===== src/rtl/reg_dump_sequencer_if.sv =====
// Debug-dump bundle: register-bank read port on one side, byte
// transmitter handshake on the other.
interface reg_dump_sequencer_if #(
    parameter int NB_DATA = 32,
    parameter int NB_REG  = 5,
    parameter int NB_BYTE = 8
);
    logic               i_start;
    logic [NB_DATA-1:0] i_rb_data;
    logic               i_tx_done;
    logic               o_rb_enable;
    logic               o_rb_read_enable;
    logic [NB_REG-1:0]  o_rb_read_addr;
    logic [NB_BYTE-1:0] o_tx_data;
    logic               o_tx_start;
    logic               o_busy;
    logic               o_done;

    modport master (
        input  i_start,
        input  i_rb_data,
        input  i_tx_done,
        output o_rb_enable,
        output o_rb_read_enable,
        output o_rb_read_addr,
        output o_tx_data,
        output o_tx_start,
        output o_busy,
        output o_done
    );

    modport slave (
        output i_start,
        output i_rb_data,
        output i_tx_done,
        input  o_rb_enable,
        input  o_rb_read_enable,
        input  o_rb_read_addr,
        input  o_tx_data,
        input  o_tx_start,
        input  o_busy,
        input  o_done
    );
endinterface


===== src/rtl/reg_dump_sequencer.sv =====
// Walks the register bank and streams every word out to the
// transmitter one byte at a time, LSB first.
module reg_dump_sequencer #(
    parameter int NB_DATA = 32,
    parameter int NB_REG  = 5,
    parameter int NB_BYTE = 8,
    parameter int N_REGS  = 32
) (
    input logic                  i_clock,
    input logic                  i_reset,
    reg_dump_sequencer_if.master bus
);
    localparam int NBYTES = NB_DATA / NB_BYTE;
    localparam int NB_BC  = (NBYTES > 1) ? $clog2(NBYTES) : 1;
    localparam logic [NB_BC-1:0]  LAST_BYTE = NB_BC'(NBYTES - 1);
    localparam logic [NB_REG-1:0] LAST_REG  = NB_REG'(N_REGS - 1);

    typedef enum logic [2:0] {
        IDLE,
        READ,
        CAPTURE,
        SEND,
        WAIT_TX,
        DONE
    } state_t;

    state_t             state;
    state_t             state_next;
    logic [NB_REG-1:0]  reg_cnt;
    logic [NB_BC-1:0]   byte_cnt;
    logic [NB_DATA-1:0] shadow;
    logic [NB_BYTE-1:0] tx_byte;
    logic               last_byte;
    logic               last_reg;

    assign last_byte = (byte_cnt == LAST_BYTE);
    assign last_reg  = (reg_cnt == LAST_REG);

    always_ff @(posedge i_clock) begin
        if (i_reset) begin
            state    <= IDLE;
            reg_cnt  <= '0;
            byte_cnt <= '0;
            shadow   <= '0;
        end else begin
            state <= state_next;
            case (state)
                CAPTURE: begin
                    shadow   <= bus.i_rb_data;
                    byte_cnt <= '0;
                end
                WAIT_TX: begin
                    if (bus.i_tx_done) begin
                        if (!last_byte) begin
                            byte_cnt <= byte_cnt + 1'b1;
                        end else if (!last_reg) begin
                            reg_cnt <= reg_cnt + 1'b1;
                        end
                    end
                end
                DONE: reg_cnt <= '0;
                default: ;
            endcase
        end
    end

    always_comb begin
        state_next = state;
        case (state)
            IDLE:    if (bus.i_start) state_next = READ;
            READ:    state_next = CAPTURE;
            CAPTURE: state_next = SEND;
            SEND:    state_next = WAIT_TX;
            WAIT_TX: begin
                if (bus.i_tx_done) begin
                    if (!last_byte) begin
                        state_next = SEND;
                    end else if (!last_reg) begin
                        state_next = READ;
                    end else begin
                        state_next = DONE;
                    end
                end
            end
            DONE:    state_next = IDLE;
            default: state_next = IDLE;
        endcase
    end

    // Shadow and byte counter only move in CAPTURE/WAIT_TX, so the
    // presented byte stays put from SEND until its tx_done.
    always_comb begin
        tx_byte = '0;
        for (int i = 0; i < NBYTES; i++) begin
            if (byte_cnt == NB_BC'(i)) begin
                tx_byte = shadow[i*NB_BYTE +: NB_BYTE];
            end
        end
    end

    assign bus.o_rb_enable      = (state == READ);
    assign bus.o_rb_read_enable = (state == READ);
    assign bus.o_rb_read_addr   = reg_cnt;
    assign bus.o_tx_data        = tx_byte;
    assign bus.o_tx_start       = (state == SEND);
    assign bus.o_busy           = (state != IDLE);
    assign bus.o_done           = (state == DONE);
endmodule

===== src/flat_wrapper.sv =====
// flat-port wrapper written by rule: the top's interface ports become plain ports
module reg_dump_sequencer_flat 
#(
    parameter int NB_DATA = 32,
    parameter int NB_REG  = 5,
    parameter int NB_BYTE = 8,
    parameter int N_REGS  = 32
)
  (i_clock, i_reset, bus_i_start, bus_i_rb_data, bus_i_tx_done, bus_o_rb_enable, bus_o_rb_read_enable, bus_o_rb_read_addr, bus_o_tx_data, bus_o_tx_start, bus_o_busy, bus_o_done);
  reg_dump_sequencer_if #(.NB_DATA(NB_DATA), .NB_REG(NB_REG), .NB_BYTE(NB_BYTE)) bus_i ();
  input logic i_clock;
  input logic i_reset;
  input wire logic [$bits(bus_i.i_start)-1:0] bus_i_start;
  input wire logic [$bits(bus_i.i_rb_data)-1:0] bus_i_rb_data;
  input wire logic [$bits(bus_i.i_tx_done)-1:0] bus_i_tx_done;
  output wire logic [$bits(bus_i.o_rb_enable)-1:0] bus_o_rb_enable;
  output wire logic [$bits(bus_i.o_rb_read_enable)-1:0] bus_o_rb_read_enable;
  output wire logic [$bits(bus_i.o_rb_read_addr)-1:0] bus_o_rb_read_addr;
  output wire logic [$bits(bus_i.o_tx_data)-1:0] bus_o_tx_data;
  output wire logic [$bits(bus_i.o_tx_start)-1:0] bus_o_tx_start;
  output wire logic [$bits(bus_i.o_busy)-1:0] bus_o_busy;
  output wire logic [$bits(bus_i.o_done)-1:0] bus_o_done;
  assign bus_i.i_start = bus_i_start;
  assign bus_i.i_rb_data = bus_i_rb_data;
  assign bus_i.i_tx_done = bus_i_tx_done;
  assign bus_o_rb_enable = bus_i.o_rb_enable;
  assign bus_o_rb_read_enable = bus_i.o_rb_read_enable;
  assign bus_o_rb_read_addr = bus_i.o_rb_read_addr;
  assign bus_o_tx_data = bus_i.o_tx_data;
  assign bus_o_tx_start = bus_i.o_tx_start;
  assign bus_o_busy = bus_i.o_busy;
  assign bus_o_done = bus_i.o_done;
  reg_dump_sequencer #(.NB_DATA(NB_DATA), .NB_REG(NB_REG), .NB_BYTE(NB_BYTE), .N_REGS(N_REGS)) u_core (.i_clock(i_clock), .i_reset(i_reset), .bus(bus_i));
endmodule

===== config.mk =====
export PLATFORM = sky130hd
export DESIGN_NAME = reg_dump_sequencer_flat
export DESIGN_NICKNAME = d
export VERILOG_FILES = /design/src/rtl/reg_dump_sequencer_if.sv /design/src/rtl/reg_dump_sequencer.sv /design/src/flat_wrapper.sv
export SDC_FILE = /design/constraint.sdc
export NUM_CORES = 1
export LEC_CHECK = 0
export ABC_AREA = 1
export CAP_MARGIN = 20
export CORE_MARGIN = 3
export CORE_UTILIZATION = 31
export DETAILED_ROUTE_END_ITERATION = 12
export HOLD_SLACK_MARGIN = 0.08
export SYNTH_ARGS = -nofsm -noshare
export SYNTH_HDL_FRONTEND = slang
export SYNTH_SLANG_ARGS = --single-unit

===== constraint.sdc =====
create_clock -name i_clock -period 3.6 [get_ports i_clock]
set_input_delay 0.36 -clock i_clock [delete_from_list [all_inputs] [get_ports i_clock]]
set_output_delay 0.36 -clock i_clock [all_outputs]
set_load 0.02 [all_outputs]

==> flow_metrics.env <==
export IMPL_finalSetupTns_ps=0
export IMPL_powerDensity_nw_per_um2=450
export IMPL_synthTopCellsByArea="dfxtp_1 (41%), nor2_1 (16%), nand2_1 (6.9%)"
export IMPL_worstMarginPinSlew_ps=543
export IMPL_yosysTopAreaCell="dfxtp_1"
export IMPL_cts_buffers=5
export IMPL_synth_ff_latch_count=42
export IMPL_finClkSkew_ps=8.00
export IMPL_place_area_um2=2620
export IMPL_antenna_found_initial=0
export IMPL_wl_mm=5.37
export IMPL_drive_above_1_share_pct=7.27
export IMPL_whs_ps=495
export IMPL_grt_pass1_vias=1900
export IMPL_io_buffers=53
export IMPL_synthAdderAreaFrac_pct=3.65
export IMPL_setup_viol_count_final=0
export IMPL_rows=29
export IMPL_clk_path_buf_depth=2
export IMPL_cp_end_kind="output port"
export IMPL_crit_type="flip-flop to output port"
export IMPL_layout_commonest_cell="nor2_1"
export IMPL_post_cts_buffers=0
export IMPL_seq_area_um2=841
export IMPL_hp_start="u_core.shadow[21]$_SDFFE_PP0P_"
export IMPL_core_area_um2=6390
export IMPL_vias=2013
export IMPL_worstPathArrival_ps=2270
export IMPL_netlist_instances=297
export IMPL_final_nets=385
export IMPL_layout_min_cycle_time_ps=2630
export IMPL_dp_hpwl_mm=3.92
export IMPL_path_cells="inv_1 > ha_1 > inv_1 > o211ai_1 > a21oi_1 > clkdlybuf4s50_1"
export IMPL_grt_usage_pct=14.7
export IMPL_rsz0062_at_grt="false"
export IMPL_min_to="u_core.shadow[21]$_SDFFE_PP0P_"
export IMPL_synth_nets=339
export IMPL_dr_pass1_iters=4
export IMPL_netlist_area_um2=2060
export IMPL_reg2reg_depth=6
export IMPL_max_stage_delay_ps=640
export IMPL_critPathRequiredTime_ps=3240
export IMPL_p_leak_uw=0.00112
export IMPL_seq_area_frac_synth_pct=40.9
export IMPL_htreeDepth=2
export IMPL_fp_dieArea_um2=7650
export IMPL_path_max_fanout=9
export IMPL_final_cell_mix="nor2_1 (90), clkdlybuf4s50_1 (53), dfxtp_1 (42)"
export IMPL_critPathLaunchType="flip-flop"
export IMPL_crit_top_cell="inv_1"
export IMPL_r2r_slack_ps=1850
export IMPL_synthSimpleGateAreaFrac_pct=30.0
export IMPL_grt_max_degree=35
export IMPL_max_cap_violations=0
export IMPL_place_congestion=0.839
export IMPL_grt_first_pass_wirelength_mm=8.90
export IMPL_synth_xor_area_share_pct=0
export IMPL_status="completed"
export IMPL_slew_viol_final=0
export IMPL_final_hold_viol_count=0
export IMPL_synth_compound_area_share_pct=18.3
export IMPL_rr_endpoint="u_core.bus.o_rb_read_addr[3]$_SDFFE_PP0P_"
export IMPL_first_iter_violations=98
export IMPL_multi_input_area_um2=1070
export IMPL_postSynthAreaPerCell_um2=6.93
export IMPL_yosysTopAreaCellShare_pct=40.9
export IMPL_period_share_pct=73.1
export IMPL_syn_to_final_growth_pct=34.1
export IMPL_root_buffer="clkbuf_8"
export IMPL_relSlewSlack_pct=63.8
export IMPL_insertion_delay_ps=300
export IMPL_irDropWorstVdd_v=0.000221
export IMPL_cts_hold_buf=0
export IMPL_die_h_um=87.5
export IMPL_min_path_type="flip-flop to flip-flop"
export IMPL_cts_tree="done"
export IMPL_yosys_mux_area_fraction_pct=0
export IMPL_crit_slowest_cell="clkdlybuf4s50_1"
export IMPL_cp_buffers_inverters=3
export IMPL_rr_startpoint="u_core.byte_cnt[0]$_SDFFE_PP0P_"
export IMPL_ioPinCount=54
export IMPL_antenna_cells=0
export IMPL_synth_distinct_cells=24
export IMPL_nFillCells=668
export IMPL_final_area_um2=2760
export IMPL_min_path_cells=2
export IMPL_viasPerCell=4.78
export IMPL_drc=0
export IMPL_routedWlPerCell_um=12.8
export IMPL_die_x_um=87.5
export IMPL_cts_resized=0
export IMPL_grt_overflow=0
export IMPL_fmax_ghz=0.380
export IMPL_ys_warn_count=0
export IMPL_synth_top_family_by_area="simple AND/OR/NAND/NOR gates"
export IMPL_path_delay_family="buffers and inverters"
export IMPL_clkTransAtPathRegs_ps=80
export IMPL_clock_sinks=42
export IMPL_start_util_pct=32.2
export IMPL_antenna_left=0
-- flip-flops by register name, indices dropped and copies added (netlist names) --
register,cells
u_core.byte_cnt,2
u_core.state,3
u_core.bus.o_rb_read_addr,5
u_core.shadow,32
-- logic make-up (layout without fill, tap and decap cells) --
kind of cell	after synthesis	after routing
simple gates	149	149
compound gates	66	66
flops	42	42
buf+inv	34	81
fa+ha+maj	6	6
-- worst min-delay path, cell delays in order, from the launching register on --
cell	delay, ps
dfxtp_1	320
nor2_1	90
nor2_1	50
-- power by group --
| group | total (uW) | internal (uW) | leakage (uW) | switching (uW) |
|---|---|---|---|---|
| clock network | 462 | 296 | 0.0000714 | 166 |
| registers | 535 | 505 | 0.000342 | 29.9 |
| logic | 244 | 113 | 0.000710 | 131 |
| total | 1240 | 913 | 0.00112 | 327 |
-- routing by layer --
layer / vias to the layer above / global-route usage [%] / wire length [um]
met4: 0 / 4.32 / 75
met5: - / 0 / 0
met2: 57 / 24.5 / 2420
met1: 897 / 18.6 / 2510
met3: 8 / 3.78 / 366
li1: 1051 / - / -
-- worst max-delay path by stage --
stage / startpoint / end / slack, ps / cells after the start
after floorplan: u_core.byte_cnt[1]$_SDFFE_PP0P_ / bus_o_tx_data[0] / 1780 / 6
after global placement: u_core.byte_cnt[0]$_SDFFE_PP0P_ / bus_o_tx_data[3] / 1360 / 6
after detailed placement: u_core.byte_cnt[0]$_SDFFE_PP0P_ / bus_o_tx_data[3] / 1290 / 6
after CTS: u_core.byte_cnt[0]$_SDFFE_PP0P_ / bus_o_tx_data[3] / 970 / 6
after global routing: u_core.byte_cnt[0]$_SDFFE_PP0P_ / bus_o_tx_data[3] / 790 / 6
final: u_core.byte_cnt[0]$_SDFFE_PP0P_ / bus_o_tx_data[3] / 970 / 6
-- synthesized netlist by cell type --
master / count
a21oi_1: 19
buf_2: 3
buf_4: 4
clkbuf_1: 7
clkbuf_2: 1
dfxtp_1: 42
ha_1: 6
inv_1: 15
inv_2: 4
nand2_1: 38
nand2_2: 4
nand2_4: 2
nand3_1: 10
nand4_1: 1
nor2_1: 90
nor2_2: 1
nor2_4: 1
nor3_1: 1
nor3_2: 1
o211ai_1: 8
o21ai_0: 28
o21ai_1: 8
o21ai_2: 1
o21ai_4: 2
-- stage by stage --
| stage | cells | setup WS, ps | total power (uW) | utilization, % |
|---|---|---|---|---|
| floorplan | 297 | 1780 | 690 | - |
| global placement | 413 | 1360 | 789 | 40.9 |
| detailed placement | 413 | 1290 | 791 | 40.9 |
| CTS | 421 | 969 | 1250 | 43.2 |
| global route | 421 | 785 | 1310 | 43.2 |
| finish | 421 | 967 | 1240 | 43.2 |
-- layout make-up --
class,count,area share (%)
sequential,42,30.5
multi-input combinational,221,38.7
clock buffer,6,2.99
clock inverter,2,2.18
inverter,19,2.59
tap,77,3.49
timing repair buffer,54,19.5
Note: power is estimated with default switching activity, not from simulation.
